### src/rtl/eth_pkg.sv
`default_nettype none
// ============================================================================
//  Module      : eth_pkg
//  Description : Shared types and constants for the 10GBASE-R receive path:
//                sync-header codes, block-lock FSM states, header check.
//  Revision    : 1.0 - initial release
// ============================================================================
package eth_pkg;

   localparam logic [1:0] SH_DATA = 2'b01;
   localparam logic [1:0] SH_CTRL = 2'b10;

   typedef enum logic [1:0] {
      HUNT      = 2'd0,
      LOCKED    = 2'd1,
      SLIP      = 2'd2,
      SLIP_WAIT = 2'd3
   } block_lock_state_t;

   // Only the two codes with a transition between the header bits are legal.
   function automatic logic sh_is_valid(input logic [1:0] sh);
      return (sh == SH_DATA) || (sh == SH_CTRL);
   endfunction

endpackage
`default_nettype wire

### src/rtl/eth_descrambler.sv
`default_nettype none
// ============================================================================
//  Module      : eth_descrambler
//  Description : Self-synchronising 1 + x^39 + x^58 descrambler. Output is
//                combinational; the 58-bit history of received (scrambled)
//                bits advances on every valid word.
//  Revision    : 1.0 - initial release
// ============================================================================
module eth_descrambler #(
   parameter int WIDTH = 32
) (
   input  logic             i_clk,
   input  logic             i_rst_n,
   input  logic             i_valid,
   input  logic [WIDTH-1:0] i_data,
   output logic [WIDTH-1:0] o_data
);

   localparam int HIST_W = 58;

   // hist_q[HIST_W-1] is the most recently received bit.
   logic [HIST_W-1:0]       hist_q, hist_d;
   logic [WIDTH+HIST_W-1:0] stream;

   // Concatenate history below the new word so bit k of the word sits at
   // stream[HIST_W+k]; taps 39 and 58 bits earlier are then plain offsets.
   always_comb begin
      stream = {i_data, hist_q};
      o_data = '0;
      for (int k = 0; k < WIDTH; k++) begin
         o_data[k] = stream[HIST_W + k] ^ stream[HIST_W + k - 39] ^ stream[k];
      end
      hist_d = i_valid ? stream[WIDTH+HIST_W-1 -: HIST_W] : hist_q;
   end

   // History register, cleared to all zeros on reset.
   always_ff @(posedge i_clk or negedge i_rst_n) begin
      if (!i_rst_n) begin
         hist_q <= '0;
      end else begin
         hist_q <= hist_d;
      end
   end

endmodule
`default_nettype wire

### src/rtl/eth_rx_block_lock.sv
`default_nettype none
// ============================================================================
//  Module      : eth_rx_block_lock
//  Description : 64b/66b block synchroniser and descrambler. Hunts for sync
//                header alignment with slip requests to the gearbox, then
//                forwards whole descrambled blocks with one cycle latency.
//  Revision    : 1.0 - initial release
// ============================================================================
module eth_rx_block_lock
   import eth_pkg::*;
#(
   parameter int DATAPATH_WIDTH   = 32,
   parameter int SH_CNT_MAX       = 64,
   parameter int SH_INVALID_MAX   = 16,
   parameter int SLIP_WAIT_CYCLES = 64
) (
   input  logic                      i_clk,
   input  logic                      i_rst_n,
   input  logic [DATAPATH_WIDTH-1:0] i_data,
   input  logic                      i_data_valid,
   input  logic [1:0]                i_header,
   input  logic                      i_header_valid,
   output logic [DATAPATH_WIDTH-1:0] o_data,
   output logic                      o_data_valid,
   output logic [1:0]                o_header,
   output logic                      o_header_valid,
   output logic                      o_slip,
   output logic                      o_block_lock,
   output logic [7:0]                o_lock_loss_count
);

   localparam int WAIT_W = $clog2(SLIP_WAIT_CYCLES + 1);

   block_lock_state_t         state_q, state_d;
   logic [6:0]                sh_cnt_q, sh_cnt_d, sh_cnt_inc;
   logic [4:0]                sh_invalid_cnt_q, sh_invalid_cnt_d, sh_invalid_inc;
   logic [WAIT_W-1:0]         wait_cnt_q, wait_cnt_d;
   logic [7:0]                loss_cnt_q, loss_cnt_d;
   logic                      gate_q, gate_d;
   logic [DATAPATH_WIDTH-1:0] data_q, data_d;
   logic                      data_valid_q, data_valid_d;
   logic [1:0]                header_q, header_d;
   logic                      header_valid_q, header_valid_d;
   logic                      slip_q, slip_d;
   logic                      lock_q, lock_d;
   logic [DATAPATH_WIDTH-1:0] descr_data;
   logic                      hdr_ok;
   logic                      fwd;

   // History advances on every valid word regardless of lock state, so the
   // descrambler is already synchronised by the time lock is declared.
   eth_descrambler #(
      .WIDTH (DATAPATH_WIDTH)
   ) u_descrambler (
      .i_clk   (i_clk),
      .i_rst_n (i_rst_n),
      .i_valid (i_data_valid),
      .i_data  (i_data),
      .o_data  (descr_data)
   );

   // Lock FSM next state, header counters, slip wait timer, loss counter.
   always_comb begin
      state_d          = state_q;
      sh_cnt_d         = sh_cnt_q;
      sh_invalid_cnt_d = sh_invalid_cnt_q;
      wait_cnt_d       = wait_cnt_q;
      loss_cnt_d       = loss_cnt_q;
      hdr_ok           = sh_is_valid(i_header);
      sh_cnt_inc       = sh_cnt_q + 7'd1;
      sh_invalid_inc   = sh_invalid_cnt_q + {4'd0, ~hdr_ok};

      case (state_q)
         HUNT: begin
            if (i_header_valid) begin
               sh_cnt_d = sh_cnt_inc;
               if (!hdr_ok) begin
                  state_d = SLIP;
               end else if (sh_cnt_inc == 7'(SH_CNT_MAX)) begin
                  state_d          = LOCKED;
                  sh_cnt_d         = '0;
                  sh_invalid_cnt_d = '0;
               end
            end
         end
         LOCKED: begin
            if (i_header_valid) begin
               sh_cnt_d         = sh_cnt_inc;
               sh_invalid_cnt_d = sh_invalid_inc;
               // Too many bad headers takes priority over window completion.
               if (sh_invalid_inc == 5'(SH_INVALID_MAX)) begin
                  state_d = SLIP;
                  if (loss_cnt_q != 8'hFF) begin
                     loss_cnt_d = loss_cnt_q + 8'd1;
                  end
               end else if (sh_cnt_inc == 7'(SH_CNT_MAX)) begin
                  sh_cnt_d         = '0;
                  sh_invalid_cnt_d = '0;
               end
            end
         end
         SLIP: begin
            sh_cnt_d         = '0;
            sh_invalid_cnt_d = '0;
            wait_cnt_d       = WAIT_W'(SLIP_WAIT_CYCLES - 1);
            state_d          = SLIP_WAIT;
         end
         SLIP_WAIT: begin
            if (wait_cnt_q == '0) begin
               state_d = HUNT;
            end else begin
               wait_cnt_d = wait_cnt_q - WAIT_W'(1);
            end
         end
         default: state_d = HUNT;
      endcase
   end

   // Forward gate is re-decided on each header from the post-header state, so
   // the locking block is forwarded and the slipping block is not.
   always_comb begin
      gate_d = gate_q;
      if (i_header_valid) begin
         gate_d = (state_d == LOCKED);
      end
      fwd            = i_data_valid & gate_d;
      data_valid_d   = fwd;
      header_valid_d = fwd & i_header_valid;
      data_d         = fwd ? descr_data : '0;
      header_d       = (fwd & i_header_valid) ? i_header : 2'b00;
      slip_d         = (state_d == SLIP);
      lock_d         = (state_d == LOCKED);
   end

   // All state and registered outputs.
   always_ff @(posedge i_clk or negedge i_rst_n) begin
      if (!i_rst_n) begin
         state_q          <= HUNT;
         sh_cnt_q         <= '0;
         sh_invalid_cnt_q <= '0;
         wait_cnt_q       <= '0;
         loss_cnt_q       <= '0;
         gate_q           <= 1'b0;
         data_q           <= '0;
         data_valid_q     <= 1'b0;
         header_q         <= 2'b00;
         header_valid_q   <= 1'b0;
         slip_q           <= 1'b0;
         lock_q           <= 1'b0;
      end else begin
         state_q          <= state_d;
         sh_cnt_q         <= sh_cnt_d;
         sh_invalid_cnt_q <= sh_invalid_cnt_d;
         wait_cnt_q       <= wait_cnt_d;
         loss_cnt_q       <= loss_cnt_d;
         gate_q           <= gate_d;
         data_q           <= data_d;
         data_valid_q     <= data_valid_d;
         header_q         <= header_d;
         header_valid_q   <= header_valid_d;
         slip_q           <= slip_d;
         lock_q           <= lock_d;
      end
   end

   assign o_data            = data_q;
   assign o_data_valid      = data_valid_q;
   assign o_header          = header_q;
   assign o_header_valid    = header_valid_q;
   assign o_slip            = slip_q;
   assign o_block_lock      = lock_q;
   assign o_lock_loss_count = loss_cnt_q;

endmodule
`default_nettype wire

### config.mk
export PLATFORM = sky130hd
export DESIGN_NAME = eth_rx_block_lock
export DESIGN_NICKNAME = d
export VERILOG_FILES = /design/src/rtl/eth_pkg.sv /design/src/rtl/eth_descrambler.sv /design/src/rtl/eth_rx_block_lock.sv
export SDC_FILE = /design/constraint.sdc
export NUM_CORES = 1
export LEC_CHECK = 0
export BUFFER_PORTS_ARGS = -buffer_cell sky130_fd_sc_hd__buf_4
export CAP_MARGIN = 20
export CORE_MARGIN = 3
export CORE_UTILIZATION = 61
export DETAILED_ROUTE_END_ITERATION = 8
export PLACE_DENSITY = 0.91
export SLEW_MARGIN = 10
export SYNTH_ARGS = -nofsm -noshare
export SYNTH_HDL_FRONTEND = slang
export SYNTH_SLANG_ARGS = --single-unit
### constraint.sdc
create_clock -name i_clk -period 3.9 [get_ports i_clk]
set_clock_uncertainty 0.15 [all_clocks]
set_input_delay 0.195 -clock i_clk [delete_from_list [all_inputs] [get_ports i_clk]]
set_output_delay 0.195 -clock i_clk [all_outputs]
set_load 0.005 [all_outputs]
== Yosys cells after proc, flatten, opt, wreduce, memory -nomap -nowiden ==
Index checks and enable logic that the tools add are counted.

* Multiplexer cells: 25
* Reductions and logical operators: 9
* Bitwise operators: 67
* $add $sub $neg: 4
* Equality and inequality tests: 15

{| class="wikitable"
|+ Operators with widths
! kind !! count
|-
| $xor 1x1->1 || 64
|-
| $mux 7 || 6
|-
| $mux 32 || 1
|-
| $mux 5 || 6
|-
| $pmux 7 s3 || 1
|-
| $pmux 5 s3 || 1
|-
| $mux 2 || 7
|-
| $pmux 7 s2 || 1
|-
| $ne 2x2->1 const B || 5
|-
| $add 8x1->8 const B || 1
|-
| $eq 2x2->1 const B || 4
|-
| $ne 8x8->1 const B || 1
|-
| $pmux 2 s4 || 1
|-
| $add 7x1->7 const B || 1
|-
| $eq 7x7->1 const B || 1
|-
| $logic_not 7->1 || 1
|-
| $sub 7x1->7 const B || 1
|-
| $eq 2x1->1 const B || 3
|-
| $add 5x1->5 || 1
|-
| $eq 5x5->1 const B || 1
|-
| $reduce_and 5->1 || 1
|-
| $reduce_and 4->1 || 1
|-
| $reduce_and 3->1 || 1
|-
| $reduce_bool 3->1 || 1
|-
| 7 further kinds || 8
|}

* Input bits: 38
* Flip-flop bits (word level): 126
* Output and inout port bits: 46

== Longest topological paths before layout ==
Gate-level depths: netlist of the first run.

* Depth in word-level cells: 13
* Mapped depth: 11

== Hierarchy ==
A second synthesis of the first run with hierarchy kept.

* Cell total of the unflattened synthesis: 502
* Area total of the unflattened synthesis: 6508.7 um^2

{| class="wikitable"
|+ Modules (own cells, without submodules)
! module !! cells an instance !! times used !! sequential area each (um^2) !! area each (um^2)
|-
| eth_rx_block_lock || 348 || 1 || 1701.6 || 3519.6
|-
| eth_descrambler || 154 || 1 || 1451.4 || 2989.1
|}

== Worst setup path before layout of the first run ==
No wires, ideal clock.

* Path kind: input to register
* Start point: in i_header[0]
* End point: reg data_q[22] (netlist: o_data[22])
* Required time: 3.631 ns
* Setup slack: 1.224 ns
* Arrival time: 2.407 ns
* Buffers on the path: 1
* Stages: 11
* Cells stage by stage: xor2_1 inv_1 ha_1 ha_1 nor2b_1 nor4_2 nand4_1 a31o_2 a41oi_4 buf_6 nor2_2

* Word-level cells in the longest chain between the ends: 12
* Elaborated cells between the ends (all ways): 15
* Classes of those cells: add/sub: 1; eq/ne: 4; mux: 7; bitwise: 2; reduce/logical: 1

{| class="wikitable"
|+ Ends and longest elaborated chain
! what !! RTL line !! text
|-
| start, declared || eth_rx_block_lock.sv:21 || <nowiki>input logic [1:0] i_header,</nowiki>
|-
| $eq 2x1->1 or $eq 2x2->1 (tied branches) || eth_pkg.sv:22 || <nowiki>return (sh == SH_DATA) || (sh == SH_CTRL);</nowiki>
|-
| $logic_or 1x1->1 (*) || eth_pkg.sv:22 ||
|-
| $not 1->1 || eth_rx_block_lock.sv:71 || <nowiki>sh_invalid_inc = sh_invalid_cnt_q + {4'd0, ~hdr_ok};</nowiki>
|-
| $add 5x1->5 || eth_rx_block_lock.sv:71 ||
|-
| $eq 5x5->1 || eth_rx_block_lock.sv:91 || <nowiki>if (sh_invalid_inc == 5'(SH_INVALID_MAX)) begin</nowiki>
|-
| $mux 2 || eth_rx_block_lock.sv:91 ||
|-
| $mux 2 || eth_rx_block_lock.sv:87 || <nowiki>if (i_header_valid) begin</nowiki>
|-
| $pmux 2 s4 (*) || eth_rx_block_lock.sv:73 || <nowiki>case (state_q)</nowiki>
|-
| $eq 2x1->1 (*) || eth_rx_block_lock.sv:124 || <nowiki>gate_d = (state_d == LOCKED);</nowiki>
|-
| $mux 1 (*) || eth_rx_block_lock.sv:123 || <nowiki>if (i_header_valid) begin</nowiki>
|-
| $and 1x1->1 (*) || eth_rx_block_lock.sv:126 || <nowiki>fwd = i_data_valid & gate_d;</nowiki>
|-
| $mux 32 (*) || eth_rx_block_lock.sv:129 || <nowiki>data_d = fwd ? descr_data : '0;</nowiki>
|-
| named net data_d[22] || eth_rx_block_lock.sv:40 || <nowiki>logic [DATAPATH_WIDTH-1:0] data_q, data_d;</nowiki>
|-
| end signal, assigned || eth_rx_block_lock.sv:157 || <nowiki>data_q <= data_d;</nowiki>
|-
| end, declared || eth_rx_block_lock.sv:40 ||
|}

Mark *: on every way through the listed nets, which the timed path passes. The rest lies on a longest branch.
A chain may end at the register's enable or synchronous reset.

== Final worst setup path of the first run ==
* Start point: in i_header[0]
* End point: reg header_q[1] (netlist: o_header[1])

* Word-level cells in the longest chain between the ends: 13
* Elaborated cells between the ends (all ways): 16
* Classes of those cells: add/sub: 1; eq/ne: 4; mux: 7; bitwise: 3; reduce/logical: 1

{| class="wikitable"
|+ Ends and longest elaborated chain
! what !! RTL line !! text
|-
| $eq 2x1->1 or $eq 2x2->1 (tied branches) || eth_pkg.sv:22 ||
|-
| $logic_or 1x1->1 (*) || eth_pkg.sv:22 ||
|-
| $not 1->1 || eth_rx_block_lock.sv:71 ||
|-
| $add 5x1->5 || eth_rx_block_lock.sv:71 ||
|-
| $eq 5x5->1 || eth_rx_block_lock.sv:91 ||
|-
| $mux 2 || eth_rx_block_lock.sv:91 ||
|-
| $mux 2 || eth_rx_block_lock.sv:87 ||
|-
| $pmux 2 s4 (*) || eth_rx_block_lock.sv:73 ||
|-
| $eq 2x1->1 (*) || -- ||
|-
| named net lock_d || eth_rx_block_lock.sv:45 || <nowiki>logic lock_q, lock_d;</nowiki>
|-
| $mux 1 (*) || eth_rx_block_lock.sv:123 ||
|-
| $and 1x1->1 (*) || eth_rx_block_lock.sv:126 ||
|-
| $and 1x1->1 (*) || eth_rx_block_lock.sv:130 || <nowiki>header_d = (fwd & i_header_valid) ? i_header : 2'b00;</nowiki>
|-
| $mux 2 (*) || eth_rx_block_lock.sv:130 ||
|-
| named net header_d[1] || eth_rx_block_lock.sv:42 || <nowiki>logic [1:0] header_q, header_d;</nowiki>
|-
| end signal, assigned || eth_rx_block_lock.sv:159 || <nowiki>header_q <= header_d;</nowiki>
|-
| end, declared || eth_rx_block_lock.sv:42 ||
|}

Marked as above.

==> flow_summary.json, run 1 <==
{
  "dieArea_um2": 10600,
  "rsz0062_at_grt": "no",
  "powerDensity_nw_per_um2": 452,
  "period_share": 0.939,
  "crit_end": "o_header[1]",
  "netlist_instances": 455,
  "fp.dieW_um": 103,
  "r2r_cells": 9,
  "critPathArrivalTime_ns": 3.92,
  "end_kind": "register",
  "drive_above_1_share": 0.361,
  "r2r-start": "sh_invalid_cnt_q[0]",
  "cp_max_fo": 5,
  "critPathMaxStageDelay_ns": 0.55,
  "cts_tree": "built",
  "ys_types": 50,
  "core_area_um2": 8930,
  "status": "finished clean",
  "min_path_type": "in -> async",
  "drtIter0Drc": 280,
  "startpoint": "i_header[0]",
  "wl_met1_um": 5550,
  "cp.depth": 13,
  "crit_buf_inv": 4,
  "crit_chain": "dlygate4sd3_1 > buf_4 > xor2_2 > inv_1 > ha_1 > ha_1 > nor2b_1 > nor4_4 > nand4_1 > a31o_2 > and2_1 > and4_1 > dlygate4sd3_1",
  "layout.cells.non_filler": 704,
  "gp_congestion": 0.925,
  "viasPerCell": 5.90,
  "synthesis.nets": 503,
  "layout_common_cells": "126 x dfrtp_1, 83 x buf_4, 59 x mux2_2",
  "fillCellCount": 408,
  "dr.pass1.iters": 6,
  "antenna_found_initial": 0,
  "synth-async-reset-ratio": 1.00,
  "fp-row-count": 34,
  "grt_first_pass_wirelength_um": 23000,
  "netlist_area_um2": 5730,
  "critical_path_required_ns": 4.16,
  "grt_pass1_vias": 4369,
  "fmax_ghz": 0.273,
  "crit_type": "in -> reg",
  "hold_viol": 0,
  "synth_warnings": 0,
  "cts_sinks": 126,
  "initial_core_util": 0.642,
  "die_y_um": 103,
  "r2r_setup_slack_ns": 0.54,
  "start_kind": "input port",
  "io_buffers": 83,
  "vias": 4152,
  "ff_latch_area_um2": 3150,
  "fin_setup_tns_ns": 0,
  "period_minus_slack_ns": 3.66,
  "reg2reg_to": "o_header[1]",
  "clock_latency_ns": 0.53,
  "wl_met3_um": 898,
  "clock_path_buffers": 2,
  "antenna_left": 0,
  "crit_slowest_cell": "dlygate4sd3_1",
  "crit_family": "buffers and inverters",
  "remaining_drc_errors": 0,
  "power.total_w": 0.00335,
  "dp_hpwl_um": 7430,
  "ios": 84,
  "ys_ff_latch": 126,
  "path_clk_slew_ns": 0.06,
  "ys.flop_type": "dfrtp_1",
  "areaGrowthSynthToFinish_pct": 29.4,
  "dpl.cell_count": 634,
  "htreeDepth": 4,
  "leakagePower_nw": 3.43,
  "wl_um": 14200,
  "syn_avg_cell_area_um2": 12.6,
  "setup_viol": 0,
  "cts_buffers": 17,
  "maxUsedRoutingLayer": "met4",
  "ir_drop_mv": 0.359,
  "nNetsFinal": 631,
  "yosysSeqAreaShare": 0.550,
  "synth-edff-count": 0,
  "met2RoutedLength_um": 7150,
  "slew_viol_final": 0,
  "grt.overflow.total": 0,
  "post-cts-setup-buffers": 0,
  "layout_commonest_cell": "dfrtp_1",
  "cts_root_buf": "clkbuf_8",
  "grt_usage": 0.289,
  "diodes": 0,
  "slew_headroom": 0.372,
  "multi_input_area_um2": 2480,
  "tightest_slew_ns": 0.941,
  "wl_per_cell_um": 20.1,
  "grt_max_degree": 75,
  "maxCapViolations": 0
}
==> worst reg2reg max path, cell delays in order, from the launching register on <==
cell and delay (ns):
dfrtp_1 0.41, ha_1 0.25, ha_1 0.27, nor2b_1 0.20
nor4_4 0.33, nand4_1 0.28, a31o_2 0.36, and2_1 0.22
and4_1 0.22, dlygate4sd3_1 0.55
==> power breakdown <==
group / switching, W / total, W / internal, W
Combinational: 0.000171 / 0.000374 / 0.000203
Sequential: 0.0000714 / 0.00145 / 0.00138
Clock: 0.000621 / 0.00152 / 0.000903
Total: 0.000863 / 0.00335 / 0.00249
==> metrics by stage <==
| stage | area, um^2 | util | setup slack (ns) | hold WS, ns |
|---|---|---|---|---|
| finish | 7420 | 0.830 | 0.237 | 0.197 |
| global route | 7420 | 0.830 | 0.113 | 0.228 |
| CTS | 7400 | 0.829 | 0.144 | 0.190 |
| detailed placement | 6450 | 0.722 | 0.712 | 0.233 |
| global placement | 6450 | 0.722 | 0.870 | 0.231 |
| floorplan | 5730 | - | 1.22 | -0.251 |
==> cell usage after synthesis (5+ instances only) <==
master / n / area share
a21oi_1: 8 / 0.0070
and2_1: 6 / 0.0065
and3_1: 7 / 0.0076
buf_1: 6 / 0.0039
dfrtp_1: 126 / 0.55
ha_1: 10 / 0.022
inv_1: 9 / 0.0059
mux2_2: 59 / 0.12
nand2_1: 13 / 0.0085
nand3_1: 6 / 0.0052
nand4_1: 8 / 0.0087
nor2_1: 16 / 0.010
nor2_2: 29 / 0.032
nor3_1: 5 / 0.0044
o21ai_0: 16 / 0.014
xnor2_1: 41 / 0.063
xor2_1: 35 / 0.053
==> metal layers <==
layer / global-route usage / vias up
li1: - / 1825
met1: 0.359 / 2055
met2: 0.462 / 214
met3: 0.0907 / 58
met4: 0.140 / 0
met5: 0 / -
==> cell type report <==
type                    count  share of cell area
clock buffers              21              0.0619
multi-input cells         305               0.334
well taps                 108              0.0182
inverters                  10             0.00506
flip-flops and latches    126               0.425
clock inverters            11              0.0147
repair buffers            123               0.141
==> worst min-delay path by stage <==
stage	from	end	slack, ns
after floorplan	i_rst_n	gate_q	-0.25
after global placement	i_rst_n	sh_cnt_q[3]	0.23
after detailed placement	i_rst_n	sh_cnt_q[3]	0.23
after CTS	i_data_valid	o_header_valid	0.19
after global routing	i_data_valid	o_header_valid	0.23
final	i_rst_n	sh_cnt_q[3]	0.20
==> state kept, by name, indices dropped and copies added, names as in the netlist, 2 cells and up <==
register              count
o_data                   32
o_header                  2
o_lock_loss_count         8
sh_cnt_q                  7
sh_invalid_cnt_q          5
state_q                   2
u_descrambler.hist_q     58
wait_cnt_q                7
==> kinds of logic after synthesis <==
| group | share of synthesized area |
|---|---|
| multiplexers | 0.123 |
| flip-flops | 0.550 |
| XOR/XNOR | 0.116 |
| buffers and inverters | 0.0201 |
| adder cells (fa/ha/maj) | 0.0218 |
| AO/OA/AOI/OAI | 0.0635 |
| AND/OR/NAND/NOR | 0.106 |
==> what timing repair did <==
action,4_1_cts,5_1_grt
endpoints found under the hold margin,141,0
endpoints found under the setup margin,0,2
hold buffers,38,0
resized for setup,0,2
(Power assumes the default switching activity.)
==> run 2: changes to the inputs <==
--- a/config.mk
+++ b/config.mk
@@ -8,9 +8,9 @@
 export BUFFER_PORTS_ARGS = -buffer_cell sky130_fd_sc_hd__buf_4
 export CAP_MARGIN = 20
 export CORE_MARGIN = 3
-export CORE_UTILIZATION = 61
+export CORE_UTILIZATION = 30
 export DETAILED_ROUTE_END_ITERATION = 8
-export PLACE_DENSITY = 0.91
+export PLACE_DENSITY = 0.54
 export SLEW_MARGIN = 10
 export SYNTH_ARGS = -nofsm -noshare
 export SYNTH_HDL_FRONTEND = slang
==> flow_summary.json, run 2 (synthesized netlist as in run 1, its figures left out) <==
{
  "tightest_slew_ns": 0.902,
  "fin_setup_tns_ns": 0,
  "cts_buffers": 17,
  "fp.dieW_um": 144,
  "path_clk_slew_ns": 0.06,
  "cts_tree": "built",
  "clock_latency_ns": 0.41,
  "initial_core_util": 0.312,
  "slew_headroom": 0.399,
  "grt_usage": 0.121,
  "drtIter0Drc": 129,
  "crit_type": "in -> reg",
  "gp_congestion": 0.770,
  "critical_path_required_ns": 4.04,
  "power.total_w": 0.00351,
  "clock_path_buffers": 2,
  "period_share": 0.953,
  "crit_slowest_cell": "dlygate4sd3_1",
  "r2r_setup_slack_ns": 0.68,
  "grt_first_pass_wirelength_um": 19600,
  "ir_drop_mv": 0.311,
  "power_frac_comb": 0.100,
  "final.setup.worst_slack_ns": 0.184,
  "io_buffers": 83,
  "power_frac_seq": 0.410,
  "setup_viol": 0,
  "diodes": 0,
  "dieArea_um2": 20800,
  "fp-row-count": 49,
  "core_area_um2": 18400,
  "critPathMaxStageDelay_ns": 0.55,
  "status": "finished clean",
  "rsz0062_at_grt": "no",
  "leakagePower_nw": 3.46,
  "slew_viol_final": 0,
  "wl_per_cell_um": 14.3,
  "start_kind": "input port",
  "period_minus_slack_ns": 3.72,
  "cts_resized": 0,
  "powerDensity_nw_per_um2": 460,
  "cp_max_fo": 5,
  "critPathArrivalTime_ns": 3.86,
  "wl_um": 11800,
  "cts-hold-fix-buffers": 38,
  "ios": 84,
  "end_kind": "register",
  "fmax_ghz": 0.269,
  "htreeDepth": 4,
  "grt_max_degree": 71,
  "die_y_um": 144,
  "p_int_w": 0.00271,
  "remaining_drc_errors": 0,
  "hold_viol": 0,
  "min_path_type": "in -> async",
  "r2r_cells": 9,
  "antenna_left": 0,
  "dr.pass1.iters": 4,
  "grt.overflow.total": 0,
  "grt_pass1_vias": 3910,
  "layout_commonest_cell": "dfrtp_1",
  "maxCapViolations": 0,
  "cts_sinks": 126,
  "switchingPower_w": 0.000806,
  "switching_share": 0.229,
  "r2r-start": "sh_invalid_cnt_q[0]",
  "viasPerCell": 4.58,
  "areaGrowthSynthToFinish_pct": 33.2,
  "largest_register_ffs": 58,
  "drive_above_1_share": 0.363,
  "fillCellCount": 1738,
  "post-route-util": 0.415,
  "antenna_found_initial": 0,
  "power_frac_clock": 0.490,
  "top_register": "u_descrambler.hist_q",
  "dp_hpwl_um": 8080,
  "nNetsFinal": 633,
  "crit_chain": "dlygate4sd3_1 > buf_4 > xor2_1 > inv_1 > ha_1 > ha_1 > nor2b_1 > nor4_2 > nand4_1 > a31o_2 > and2_1 > and4_1 > dlygate4sd3_1",
  "vias": 3786,
  "cts_root_buf": "clkbuf_16",
  "place_ws_ns": 0.709,
  "reg2reg_to": "o_header[0]",
  "post-cts-setup-buffers": 0,
  "layout_common_cells": "126 x dfrtp_1, 86 x buf_4, 59 x mux2_2"
}
## run 2: metrics by stage
step / instance area [um^2] / cells / hold slack, ns
floorplan: 5730 / 455 / -0.251
global placement: 6610 / 757 / 0.232
detailed placement: 6610 / 757 / 0.240
CTS: 7630 / 827 / 0.324
global route: 7630 / 827 / 0.357
finish: 7630 / 827 / 0.306
## run 2: layout make-up
class | instances | area, um^2 | share of cell area
clock buffers | 20 | 467 | 0.0611
clock inverters | 12 | 180 | 0.0236
inverters | 10 | 37.5 | 0.00492
multi-input cells | 305 | 2460 | 0.323
flip-flops and latches | 126 | 3150 | 0.413
well taps | 229 | 287 | 0.0375
repair buffers | 125 | 1050 | 0.137
## run 2: worst max path at each step
stage          cells after the start  slack (ns)   startpoint     endpoint
6_report                          13        0.18  i_header[0]  o_header[0]
5_1_grt                           13       0.008  i_header[0]  o_header[1]
4_1_cts                           13        0.23  i_header[0]  o_header[1]
3_5_place_dp                      12        0.71  i_header[0]    o_data[0]
3_3_place_gp                      12        0.80  i_header[0]   o_data[31]
2_1_floorplan                     11        1.22  i_header[0]   o_data[22]
## run 2: worst max-delay path: cells and delay by family
kind / cells / cell delay (ns)
compound gates: 1 / 0.33
buf+inv: 4 / 1.33
xor+xnor: 1 / 0.31
fa+ha+maj: 2 / 0.48
simple gates: 5 / 1.20
## run 2: power by group through the flow
stage | Combinational [W] | Sequential, W | Clock, W
after floorplan | 0.000238 | 0.00145 | 0
after global placement | 0.000326 | 0.00146 | 0
after detailed placement | 0.000329 | 0.00147 | 0
after CTS | 0.000360 | 0.00144 | 0.00177
after global routing | 0.000390 | 0.00145 | 0.00183
final | 0.000352 | 0.00144 | 0.00172
## run 2: per-layer routing
layer  GRT usage  vias up  share of wire
li1            -     1824              -
met1       0.156     1880           0.46
met2       0.191       68           0.48
met3      0.0446       14          0.050
met4      0.0383        0          0.014
met5           0        -              0
==> run 3: changes to the inputs <==
==> constraint.sdc (replaced) <==
create_clock -name i_clk -period 3.9 [get_ports i_clk]
set_clock_uncertainty 0.15 [all_clocks]
set_input_delay 0 -clock i_clk [delete_from_list [all_inputs] [get_ports i_clk]]
set_output_delay 0 -clock i_clk [all_outputs]
set_load 0.005 [all_outputs]
==> flow_summary.json, run 3 (synthesized netlist as in run 1, its figures left out) <==
{
  "status": "finished clean",
  "critical_path_required_ns": 4.04,
  "grt_use_met3": 0.0509,
  "wl_per_cell_um": 14.4,
  "clock_path_buffers": 2,
  "crit_type": "in -> reg",
  "setup_viol": 0,
  "viasPerCell": 4.68,
  "critPathArrivalTime_ns": 3.66,
  "r2r-start": "sh_invalid_cnt_q[0]",
  "fp.dieW_um": 144,
  "powerDensity_nw_per_um2": 447,
  "dp_hpwl_um": 8270,
  "r2r_cells": 9,
  "core_area_um2": 18400,
  "cts_root_buf": "clkbuf_16",
  "fmax_ghz": 0.284,
  "clock_latency_ns": 0.41,
  "layout_commonest_cell": "dfrtp_1",
  "min_path_type": "in -> async",
  "grt.met2_usage": 0.187,
  "grt_max_degree": 64,
  "largest_register_ffs": 58,
  "reg2reg_to": "o_header[0]",
  "layout_common_cells": "126 x dfrtp_1, 86 x buf_4, 59 x mux2_2",
  "dr.pass1.iters": 5,
  "io_buffers": 83,
  "grt.overflow.total": 0,
  "drive_above_1_share": 0.362,
  "cts_sinks": 126,
  "diodes": 0,
  "ir_drop_mv": 0.373,
  "end_kind": "register",
  "areaGrowthSynthToFinish_pct": 32.0,
  "top_register": "u_descrambler.hist_q",
  "grt_usage": 0.122,
  "ios": 84,
  "dieArea_um2": 20800,
  "remaining_drc_errors": 0,
  "cts_tree": "built",
  "antenna_left": 0,
  "vias": 3863,
  "post-cts-setup-buffers": 0,
  "fin_setup_tns_ns": 0,
  "wl_um": 11900,
  "nNetsFinal": 632,
  "initial_core_util": 0.312,
  "tightest_slew_ns": 0.851,
  "period_minus_slack_ns": 3.52,
  "cts_buffers": 17,
  "grt_first_pass_wirelength_um": 20000,
  "cp_max_fo": 5,
  "start_kind": "input port",
  "leakagePower_nw": 3.42,
  "grt_use_met1": 0.158,
  "drtIter0Drc": 144,
  "fin_hold_ws_ns": 0.0182,
  "slew_headroom": 0.432,
  "hold_viol": 0,
  "slew_viol_final": 0,
  "htreeDepth": 4,
  "period_share": 0.903,
  "grt_pass1_vias": 4032,
  "maxCapViolations": 0,
  "antenna_found_initial": 0,
  "r2r_setup_slack_ns": 0.68,
  "die_y_um": 144,
  "gr-max-usage-layer": "met2",
  "fp-row-count": 49,
  "path_clk_slew_ns": 0.06,
  "gp_congestion": 0.803,
  "rsz0062_at_grt": "no"
}
run 3: cell count changes in the layout (fill, tap and decap cells not counted), sizes merged:
cell      previous run  this run
clkinv               3         4
buf                 87        86
clkinvlp             2         4
inv                 13        12
bufinv               4         2
run 3: how the worst max path moves through the flow:
stage,start,to,cells past startpoint
after global routing,i_header[0],o_header[0],13
after detailed placement,i_header[0],o_data[31],12
after global placement,i_header[0],o_data[31],12
after floorplan,sh_invalid_cnt_q[0],o_data[22],9
final,i_header[0],o_header[0],13
after CTS,i_header[0],o_header[0],13
run 3: per-stage QoR:
step,util,instances,setup slack (ns),power (W),instance area [um^2]
2_1_floorplan,-,455,1.38,0.00169,5730
5_1_grt,0.412,826,0.194,0.00354,7570
6_report,0.412,826,0.380,0.00338,7570
3_3_place_gp,0.358,756,0.751,0.00179,6590
4_1_cts,0.412,826,0.426,0.00343,7570
3_5_place_dp,0.358,756,0.665,0.00180,6590
run 3: critical path, cell delays in order:
cell           delay, ns
dlygate4sd3_1       0.54
buf_4               0.14
xor2_1              0.31
inv_1               0.11
ha_1                0.23
ha_1                0.25
nor2b_1             0.19
nor4_2              0.34
nand4_1             0.23
a31o_2              0.33
and2_1              0.21
and4_1              0.22
dlygate4sd3_1       0.55
run 3: layout make-up:
type / count / area (um^2)
clock buffer: 20 / 467
sequential: 126 / 3150
clock inverter: 12 / 135
multi-input combinational: 305 / 2460
timing repair buffer: 124 / 1030
tap: 229 / 287
fill: 1745 / 10800
inverter: 10 / 37.5
run 3: report_power, final:
group	total (W)	switching, W	internal, W
registers	0.00144	0.0000606	0.00138
logic	0.000352	0.000152	0.000201
clock network	0.00159	0.000591	0.000995
total	0.00338	0.000803	0.00258
run 3: layer usage:
layer	vias to the layer above	wire length [um]
met3	14	744
met1	1922	5520
li1	1824	-
met5	-	0
met4	0	130
met2	103	5520
run 3: what timing repair did:
item                                   CTS  global route
endpoints found under the hold margin  118             0
hold buffers                            38             0
gates resized for setup                  0             0
